[config.mk]
export PLATFORM = sky130hd
export DESIGN_NAME = pc_fetch
export DESIGN_NICKNAME = d
export VERILOG_FILES = /design/src/rtl/pc_fetch.sv
export SDC_FILE = /design/constraint.sdc
export NUM_CORES = 1
export LEC_CHECK = 0
export BUFFER_PORTS_ARGS = -buffer_cell sky130_fd_sc_hd__buf_2
export CORE_MARGIN = 2
export CORE_UTILIZATION = 47
export CTS_CLUSTER_DIAMETER = 60
export DETAILED_ROUTE_END_ITERATION = 10
export PLACE_DENSITY = 0.81
export RECOVER_POWER = 100
export SLEW_MARGIN = 20
export SYNTH_ARGS = -nofsm -noshare
export SYNTH_HDL_FRONTEND = slang
export SYNTH_SLANG_ARGS = --single-unit
export TNS_END_PERCENT = 20
[constraint.sdc]
create_clock -name clock_in -period 2.1 [get_ports clock_in]
set_clock_uncertainty 0.1 [all_clocks]
set_input_delay 0.42 -clock clock_in [delete_from_list [all_inputs] [get_ports clock_in]]
set_output_delay 0.42 -clock clock_in [all_outputs]
set_load 0.03 [all_outputs]
[src/rtl/pc_fetch.sv]
// Program-counter fetch unit: issues one instruction-memory request at a time,
// holds the returned word for downstream and handles branch redirects and kills.
module pc_fetch #(
    parameter int unsigned                  DATA_WIDTH   = 32,
    parameter logic [DATA_WIDTH-1:0]        RESET_VECTOR = DATA_WIDTH'(32'h0000_0000)
) (
    input  logic                  clock_in,
    input  logic                  reset_in,
    input  logic                  branch_valid_in,
    input  logic [DATA_WIDTH-1:0] branch_target_in,
    output logic                  imem_req_valid_out,
    input  logic                  imem_req_ready_in,
    output logic [DATA_WIDTH-1:0] imem_addr_out,
    input  logic                  imem_rsp_valid_in,
    input  logic [DATA_WIDTH-1:0] imem_rsp_data_in,
    output logic                  inst_valid_out,
    input  logic                  inst_ready_in,
    output logic [DATA_WIDTH-1:0] inst_data_out,
    output logic [DATA_WIDTH-1:0] inst_pc_out
);

    localparam int unsigned ALIGN_W = 2;
    localparam int unsigned INST_BYTES = 4;

    typedef enum logic [1:0] {
        ST_IDLE = 2'd0,
        ST_REQ  = 2'd1,
        ST_WAIT = 2'd2,
        ST_HOLD = 2'd3
    } state_e;

    state_e                state_q, state_d;
    logic [DATA_WIDTH-1:0] pc_q, pc_d;
    logic [DATA_WIDTH-1:0] data_q, data_d;
    logic                  kill_q, kill_d;
    logic                  req_valid_q, req_valid_d;
    logic                  inst_valid_q, inst_valid_d;
    logic [DATA_WIDTH-1:0] target_c;
    logic                  tgt_lsb_unused;

    // Branch targets are word aligned; the low bits are dropped.
    assign target_c       = {branch_target_in[DATA_WIDTH-1:ALIGN_W], ALIGN_W'(0)};
    assign tgt_lsb_unused = ^branch_target_in[ALIGN_W-1:0];

    // Next-state and next-output logic.
    always_comb begin
        state_d = state_q;
        pc_d    = pc_q;
        data_d  = data_q;
        kill_d  = kill_q;
        case (state_q)
            ST_IDLE: begin
                state_d = ST_REQ;
                if (branch_valid_in) pc_d = target_c;
            end
            ST_REQ: begin
                if (imem_req_ready_in) begin
                    state_d = ST_WAIT;
                    if (branch_valid_in) begin
                        pc_d   = target_c;
                        kill_d = 1'b1;
                    end
                end else if (branch_valid_in) begin
                    pc_d = target_c;
                end
            end
            ST_WAIT: begin
                if (imem_rsp_valid_in) begin
                    kill_d = 1'b0;
                    if (branch_valid_in || kill_q) begin
                        // Response belongs to a redirected path: drop it and refetch.
                        state_d = ST_REQ;
                        if (branch_valid_in) pc_d = target_c;
                    end else begin
                        data_d  = imem_rsp_data_in;
                        state_d = ST_HOLD;
                    end
                end else if (branch_valid_in) begin
                    pc_d   = target_c;
                    kill_d = 1'b1;
                end
            end
            ST_HOLD: begin
                if (branch_valid_in) begin
                    pc_d    = target_c;
                    state_d = ST_REQ;
                end else if (inst_ready_in) begin
                    pc_d    = pc_q + DATA_WIDTH'(INST_BYTES);
                    state_d = ST_REQ;
                end
            end
            default: state_d = ST_IDLE;
        endcase
        req_valid_d  = (state_d == ST_REQ);
        inst_valid_d = (state_d == ST_HOLD);
    end

    // State and output registers.
    always_ff @(posedge clock_in or negedge reset_in) begin
        if (!reset_in) begin
            state_q      <= ST_IDLE;
            pc_q         <= RESET_VECTOR;
            data_q       <= '0;
            kill_q       <= 1'b0;
            req_valid_q  <= 1'b0;
            inst_valid_q <= 1'b0;
        end else begin
            state_q      <= state_d;
            pc_q         <= pc_d;
            data_q       <= data_d;
            kill_q       <= kill_d;
            req_valid_q  <= req_valid_d;
            inst_valid_q <= inst_valid_d;
        end
    end

    assign imem_req_valid_out = req_valid_q;
    assign imem_addr_out      = pc_q;
    assign inst_valid_out     = inst_valid_q;
    assign inst_data_out      = data_q;
    assign inst_pc_out        = pc_q;

endmodule

==> impl_summary.log, run 1 <==
INFO  metric status = finished clean
INFO  metric slew_violations = 0
INFO  metric fin_ws = 125 ps
INFO  metric worst-setup-path-type = reg -> reg
INFO  metric pre_cts_setup_slack = between 150 and 200 ps
INFO  metric synth_fa_ha_area_share = 0.357%
INFO  metric via_count_of_the_routed_design = between 3000 and 4000
INFO  metric min-delay-path-class = in -> reg
INFO  metric synthArstFlopShare = 100%
INFO  metric data_arrival_time_of_the_worst_path = between 2000 and 2500 ps
INFO  metric synth_sequential_area_ratio = roughly 48%
INFO  metric total_of_warnings_raised_by_yosys = 0
INFO  metric floorplan.die_area = slightly above 8000 um2
INFO  metric post_cts_resized = 0
INFO  metric path_clk_slew = approximately 80 ps
INFO  metric r2r_end = imem_addr_out[26]
INFO  metric synthDistinctLibCells = 49
INFO  metric yosys-top-cells-area = sky130_fd_sc_hd__dfrtp_1 (48%), sky130_fd_sc_hd__mux2_2 (11%), sky130_fd_sc_hd__buf_4 (7.3%)
INFO  metric post_synth.cell_area_avg = slightly above 10 um2
INFO  metric placement.cell_area = 4320 um2
INFO  metric most-common-layout-cells = sky130_fd_sc_hd__clkbuf_1 (97), sky130_fd_sc_hd__buf_2 (68), sky130_fd_sc_hd__dfrtp_1 (65)
INFO  metric switchingPower = between 0.002 and 0.0025 W
INFO  metric netlist_instances = between 300 and 400
INFO  metric most_area_hungry_cell_type_in_the_yosys_netlist = sky130_fd_sc_hd__dfrtp_1
INFO  metric grtUsageTotal = between 20% and 30%
INFO  metric final_cell_area = about 4400 um2
INFO  metric vias_per_cell = 5.32
INFO  metric combinational_family_with_the_most_area_after_synthesis = simple AND/OR/NAND/NOR gates
INFO  metric grt_max_degree = 35
INFO  metric power.share.switching = around 46%
INFO  metric fp.coreArea = ~7300 um2
INFO  metric clock.fmax = 506 MHz
INFO  metric yosys_register_bits = 67
INFO  metric p_int = between 0.002 and 0.003 W
INFO  metric cts_tree = built
INFO  metric critPathRequiredTime = ~2300 ps
INFO  metric grt_setup_unrepaired = no
INFO  metric totalPowerFinal = roughly 0.0051 W
INFO  metric ff2ff_setup_slack = about 130 ps
INFO  metric yosys.area_share.xor_xnor = 2.00%
INFO  metric muxShareOfSynthArea = 10.6%
INFO  metric first_global_vias = 3093
INFO  metric area_delta_synth_final = 24.5%
INFO  metric timing.reg2reg.worst_path_depth = 5
INFO  metric timing.critical_path.from = imem_addr_out[8]
INFO  metric power.combinational.fraction = 42.4%
INFO  metric port_buffers = 161
INFO  metric synth_top_cell_area_share = between 40% and 50%
INFO  metric power_frac_seq = between 30% and 40%
INFO  metric initial_core_utilization = approximately half
INFO  metric period_needed = 1970 ps
INFO  metric fraction_of_power_consumed_by_the_clock_network = around a fifth
INFO  metric finalCritPeriodShare = between 90 and 100%
INFO  metric route.detailed.drc = 0
INFO  metric final_util = 60.1%
INFO  metric total_leakage_power = 1.98 nW
INFO  metric maximum_capacitance_violations = 0
INFO  metric yosys.area_share.simple = about a fifth
INFO  metric timing_worst_slew_pin_value = ~710 ps
INFO  metric peak_fanout_along_the_critical_path = 6
INFO  metric number_of_nets_with_antenna_violations_after_detailed_routing = 0
INFO  metric setup.worst_path.end_class = register
INFO  metric power_per_cell_area = between 1000 and 1500 nW/um2
INFO  metric fp.dieW = approximately 90 um
INFO  metric antenna_found_initial = 0
INFO  metric cts_max_level = 3
INFO  metric cts.sink_count = 67
INFO  metric number_of_core_rows = 31
INFO  metric worst_setup_path_endpoint = imem_addr_out[26]
INFO  metric hpwl_after_detailed_placement = between 6000 and 7000 um
INFO  metric startpoint_type_of_the_worst_setup_path = register
INFO  metric setup_viol = 0
INFO  metric clk_latency = roughly 360 ps
INFO  metric detailed_router_s_first_iteration_violation_count = roughly 190
INFO  metric finish.net_count = between 500 and 600
INFO  metric cts_buffers = 9
INFO  metric routed_wirelength = 9140 um
INFO  metric slew_headroom = a little over half
INFO  metric cts-root-buf = sky130_fd_sc_hd__clkbuf_8
INFO  metric grt_overflow_total = 0
INFO  metric detail_route.first_pass.iterations = 4
INFO  metric antenna_cells_inserted = 0
INFO  metric synth_top_flop_cell = sky130_fd_sc_hd__dfrtp_1
INFO  metric rr_startpoint = imem_addr_out[8]
INFO  metric drt-wirelength-per-cell = about 15 um
INFO  metric syn_area = 3500 um2
INFO  metric post_route_cells_drive_above_1_share = roughly 30%
INFO  metric tns = 0 ps
INFO  metric gp_congestion = 0.897
INFO  metric dieHeight = around 90 um
INFO  metric grt_pass1_wl = around 15000 um
INFO  metric timing_hold_violations_final = 0
INFO  metric vdd.ir_drop.worst = 0.000689 V
INFO  metric cts_buffer_depth = 2
INFO  metric design.portCount = about 170
INFO  metric synth_enable_flop_cells = 0
INFO  metric layout_commonest_cell = sky130_fd_sc_hd__clkbuf_1
INFO  metric compound_gate_portion_of_the_synthesized_area = about a tenth
## cell type report
| cell class | instances | area [um2] |
|---|---|---|
| clock inverters | 6 | 41.3 |
| well taps | 99 | 124 |
| clock buffers | 10 | 138 |
| flip-flops and latches | 67 | 1680 |
| multi-input cells | 221 | 1490 |
| repair buffers | 185 | 862 |
| fillers | 690 | 2890 |
| inverters | 7 | 26.3 |
## how the worst min path moves through the flow
stage                                     from                 to  cells after the start
final                     branch_target_in[31]  imem_addr_out[31]                      2
after floorplan                       reset_in  imem_addr_out[10]                      0
after global placement                reset_in  inst_data_out[23]                      1
after detailed placement              reset_in  inst_data_out[27]                      1
after global routing      branch_target_in[13]  imem_addr_out[13]                      3
after CTS                 branch_target_in[31]  imem_addr_out[31]                      2
## Yosys cell counts, types with 6 or more instances
cell type	n
sky130_fd_sc_hd__and3_1	11
sky130_fd_sc_hd__buf_4	34
sky130_fd_sc_hd__a211oi_1	7
sky130_fd_sc_hd__nor3_1	14
sky130_fd_sc_hd__inv_1	7
sky130_fd_sc_hd__nor2_1	28
sky130_fd_sc_hd__mux2_2	33
sky130_fd_sc_hd__nand3_1	10
sky130_fd_sc_hd__buf_2	6
sky130_fd_sc_hd__o21ai_0	14
sky130_fd_sc_hd__a21oi_1	16
sky130_fd_sc_hd__nand2_1	24
sky130_fd_sc_hd__clkbuf_1	8
sky130_fd_sc_hd__dfrtp_1	67
## metrics by stage
stage | hold WS (ps) | instances
finish | 172 | 595
global route | 183 | 595
CTS | 168 | 595
detailed placement | 223 | 578
global placement | 225 | 578
floorplan | 24.4 | 343
## critical path, stage by stage (launching register included)
cell and delay (ps):
sky130_fd_sc_hd__dfrtp_1 460, sky130_fd_sc_hd__nand3_1 190, sky130_fd_sc_hd__or4b_4 570, sky130_fd_sc_hd__nor3_2 200, sky130_fd_sc_hd__xor2_1 90, sky130_fd_sc_hd__mux2_2 260
## power groups by stage
| stage | registers, W | logic, W | clock network, W |
|---|---|---|---|
| floorplan | 0.00257 | 0.00102 | 0 |
| global placement | 0.00193 | 0.00226 | 0 |
| detailed placement | 0.00195 | 0.00230 | 0 |
| CTS | 0.00193 | 0.00230 | 0.000999 |
| global route | 0.00201 | 0.00229 | 0.00105 |
| finish | 0.00194 | 0.00215 | 0.000981 |
## sequential cells by signal, summed over array words and instances (netlist names)
name and count:
imem_addr_out 30, imem_req_valid_out 1, inst_valid_out 1, state_q 2, kill_q 1, inst_data_out 32
## cells by family after synthesis
group,Yosys count
AOI/OAI and AO/OA,58
xor gates and xnor gates,8
adders and majority gates,1
buffers and inverters,55
DFF,67
muxes,33
other,1
and+or+nand+nor,117
## metal layers
layer | share of wire, % | track usage [%] | routed length, um | vias to the layer above
li1 | - | - | - | 1488
met1 | 42 | 29.5 | 3800 | 1520
met2 | 49 | 36.4 | 4450 | 138
met3 | 7.1 | 4.51 | 647 | 19
met4 | 2.6 | 12.2 | 240 | 0
met5 | 0 | 0 | 0 | -
## timing repair
action	4_1_cts	5_1_grt
setup endpoints to repair	0	0
endpoints found under the hold margin	9	0
hold buffers	1	0
setup buffers	0	0
Power figures use the tool's default switching activity.
==> run 2, diff against run 1 <==
--- a/config.mk
+++ b/config.mk
@@ -5,7 +5,7 @@
 export SDC_FILE = /design/constraint.sdc
 export NUM_CORES = 1
 export LEC_CHECK = 0
-export BUFFER_PORTS_ARGS = -buffer_cell sky130_fd_sc_hd__buf_2
+export BUFFER_PORTS_ARGS = -buffer_cell sky130_fd_sc_hd__buf_4
 export CORE_MARGIN = 2
 export CORE_UTILIZATION = 47
 export CTS_CLUSTER_DIAMETER = 60
==> run 2 against run 1 <==
- via count rose by 1.5%
- sequential power barely moved
- setup slack better by 3.4 ps
- first-iteration DRC count rose by 4.8%
- total power is 2.1% higher
- non-clock buffer count increased by 3
- cell count grew 0.50%
- clock-buffer cell count did not move
- sequential share of layout area down 1.6 points
- critical path type unchanged
==> impl_summary.log, run 2 (synthesis results as in run 1) <==
INFO  metric power.share.switching = around 45%
INFO  metric total_leakage_power = 2.05 nW
INFO  metric routed_wirelength = about 9300 um
INFO  metric final_util = 62.7%
INFO  metric gp_congestion = 0.932
INFO  metric path_cells = and3_1 -> or4b_4 -> nor3_2 -> xor2_1 -> mux2_2
INFO  metric timing.hold.worst_path_depth = 3
INFO  metric initial_core_utilization = around 48%
INFO  metric cts-root-buf = sky130_fd_sc_hd__clkbuf_8
INFO  metric hpwl_after_detailed_placement = just over 7000 um
INFO  metric vias_per_cell = approximately 5.4
INFO  metric grt_pass1_wl = between 15000 and 20000 um
INFO  metric detailed_router_s_first_iteration_violation_count = approximately 200
INFO  metric drt-wirelength-per-cell = 15.6 um
INFO  metric worst-setup-path-type = reg -> reg
INFO  metric layout_commonest_cell = sky130_fd_sc_hd__clkbuf_1
INFO  metric antenna_found_initial = 0
INFO  metric holdPathEnd = imem_addr_out[10]
INFO  metric pre_cts_setup_slack = roughly 160 ps
INFO  metric startpoint_type_of_the_worst_setup_path = register
INFO  metric sequential_cell_area = ~1700 um2
INFO  metric grt_setup_unrepaired = no
INFO  metric multi_input_area = roughly 1500 um2
INFO  metric rr_startpoint = imem_addr_out[19]
INFO  metric r2r_end = imem_addr_out[26]
INFO  metric area_delta_synth_final = 29.9%
INFO  metric number_of_core_rows = 31
INFO  metric path_buf_inv = 0
INFO  metric slew_headroom = between 30% and 40%
INFO  metric timing.reg2reg.worst_path_depth = 5
INFO  metric clk_latency = around 340 ps
INFO  metric timing.hold.worst.start = branch_target_in[10]
INFO  metric finalCritPeriodShare = roughly 94%
INFO  metric fp.coreArea = 7250 um2
INFO  metric via_count_of_the_routed_design = ~3200
INFO  metric design.portCount = roughly 170
INFO  metric path_clk_slew = around 70 ps
INFO  metric timing_hold_violations_final = 0
INFO  metric cts_buffers = 9
INFO  metric p_int = around 0.0029 W
INFO  metric grt_overflow_total = 0
INFO  metric post_route_cells_drive_above_1_share = between 20% and 30%
INFO  metric setup_viol = 0
INFO  metric maximum_capacitance_violations = 0
INFO  metric finish.net_count = between 500 and 600
INFO  metric most-common-layout-cells = sky130_fd_sc_hd__clkbuf_1 (100), sky130_fd_sc_hd__buf_4 (84), sky130_fd_sc_hd__dfrtp_1 (65)
INFO  metric power_frac_seq = 37.3%
INFO  metric critPathRequiredTime = ~2200 ps
INFO  metric status = finished clean
INFO  metric vdd.ir_drop.worst = around 0.00067 V
INFO  metric grt_max_degree = between 40 and 50
INFO  metric grtUsageTotal = 23.1%
INFO  metric floorplan.die_area = 8160 um2
INFO  metric timing.critical_path.from = imem_addr_out[19]
INFO  metric number_of_nets_with_antenna_violations_after_detailed_routing = 0
INFO  metric port_buffers = 161
INFO  metric power.combinational.fraction = a little over two fifths
INFO  metric min-delay-path-class = in -> reg
INFO  metric detail_route.first_pass.iterations = 4
INFO  metric period_needed = 1970 ps
INFO  metric route.detailed.drc = 0
INFO  metric peak_fanout_along_the_critical_path = 5
INFO  metric fp.dieW = roughly 90 um
INFO  metric totalPowerFinal = just over 0.005 W
INFO  metric switchingPower = around 0.0023 W
INFO  metric antenna_cells_inserted = 0
INFO  metric cts_buffer_depth = 2
INFO  metric power_per_cell_area = 1140 nW/um2
INFO  metric fillerInstances = between 700 and 800
INFO  metric timing_worst_slew_pin_value = around 950 ps
INFO  metric fraction_of_power_consumed_by_the_clock_network = just over 20%
INFO  metric dieHeight = between 90 and 100 um
INFO  metric tns = 0 ps
INFO  metric largest_reg_flops = 32
INFO  metric clock.fmax = about 500 MHz
INFO  metric critical_path.max_stage_delay = roughly 520 ps
INFO  metric cts.sink_count = 67
INFO  metric ff2ff_setup_slack = roughly 130 ps
INFO  metric cts_max_level = 3
INFO  metric worst_path_max_delay_cell = sky130_fd_sc_hd__or4b_4
INFO  metric fin_ws = 129 ps
INFO  metric first_global_vias = 3104
INFO  metric setup.worst_path.end_class = register
INFO  metric cts_tree = built
INFO  metric data_arrival_time_of_the_worst_path = 2090 ps
INFO  metric crit_family = simple AND/OR/NAND/NOR gates
INFO  metric slew_violations = 0
INFO  metric post_cts_setup_buffer_count = 0
run 2: changes by cell type in the layout (fill, tap and decap cells not counted), moves of 2 or more:
cell and delta:
sky130_fd_sc_hd__clkbuf_4 +2, sky130_fd_sc_hd__buf_4 +69, sky130_fd_sc_hd__clkbuf_1 +3, sky130_fd_sc_hd__buf_2 -68
run 2: area by class of cell:
cell class	count	area share, %
Clock buffer	10	2.80
Clock inverter	6	1.46
Inverter	7	0.577
Multi-Input combinational cell	221	32.7
Sequential cell	67	36.9
Tap cell	99	2.72
Timing Repair Buffer	188	22.8
run 2: power by group through the flow:
stage          clock, W  combinational [W]  sequential, W
2_1_floorplan         0            0.00102        0.00257
3_3_place_gp          0            0.00256        0.00194
3_5_place_dp          0            0.00260        0.00197
4_1_cts         0.00107            0.00261        0.00195
5_1_grt         0.00112            0.00236        0.00199
6_report        0.00105            0.00220        0.00194
run 2: what timing repair did:
action | CTS | global route
endpoints found under the hold margin | 38 | 0
gates resized for setup | 0 | 1
hold buffers | 1 | 0
setup endpoints to repair | 0 | 1
run 2: metrics by stage:
| stage | instance area, um2 | instances | hold slack (ps) |
|---|---|---|---|
| after global placement | 4740 | 581 | 322 |
| after global routing | 4550 | 598 | 188 |
| final | 4550 | 598 | 190 |
| after detailed placement | 4740 | 581 | 320 |
| after floorplan | 3520 | 343 | 24.4 |
| after CTS | 4940 | 598 | 183 |
run 2: how the worst max path moves through the flow:
stage | slack (ps) | endpoint | depth (start not counted)
after detailed placement | 160 | imem_addr_out[26] | 6
after floorplan | 40 | imem_addr_out[26] | 5
after global placement | 160 | imem_addr_out[26] | 6
final | 130 | imem_addr_out[26] | 5
after global routing | 40 | imem_addr_out[18] | 6
after CTS | 150 | imem_addr_out[26] | 6
run 2: routing by layer:
layer	wire, um	track usage (%)
met5	0	0
met4	180	8.33
met3	729	4.67
met2	4670	39.0
met1	3740	29.5
run 2: worst reg2reg max path, cell delays in order, from the launching register on:
cell	delay [ps]
sky130_fd_sc_hd__dfrtp_1	420
sky130_fd_sc_hd__and3_1	290
sky130_fd_sc_hd__or4b_4	520
sky130_fd_sc_hd__nor3_2	190
sky130_fd_sc_hd__xor2_1	80
sky130_fd_sc_hd__mux2_2	260
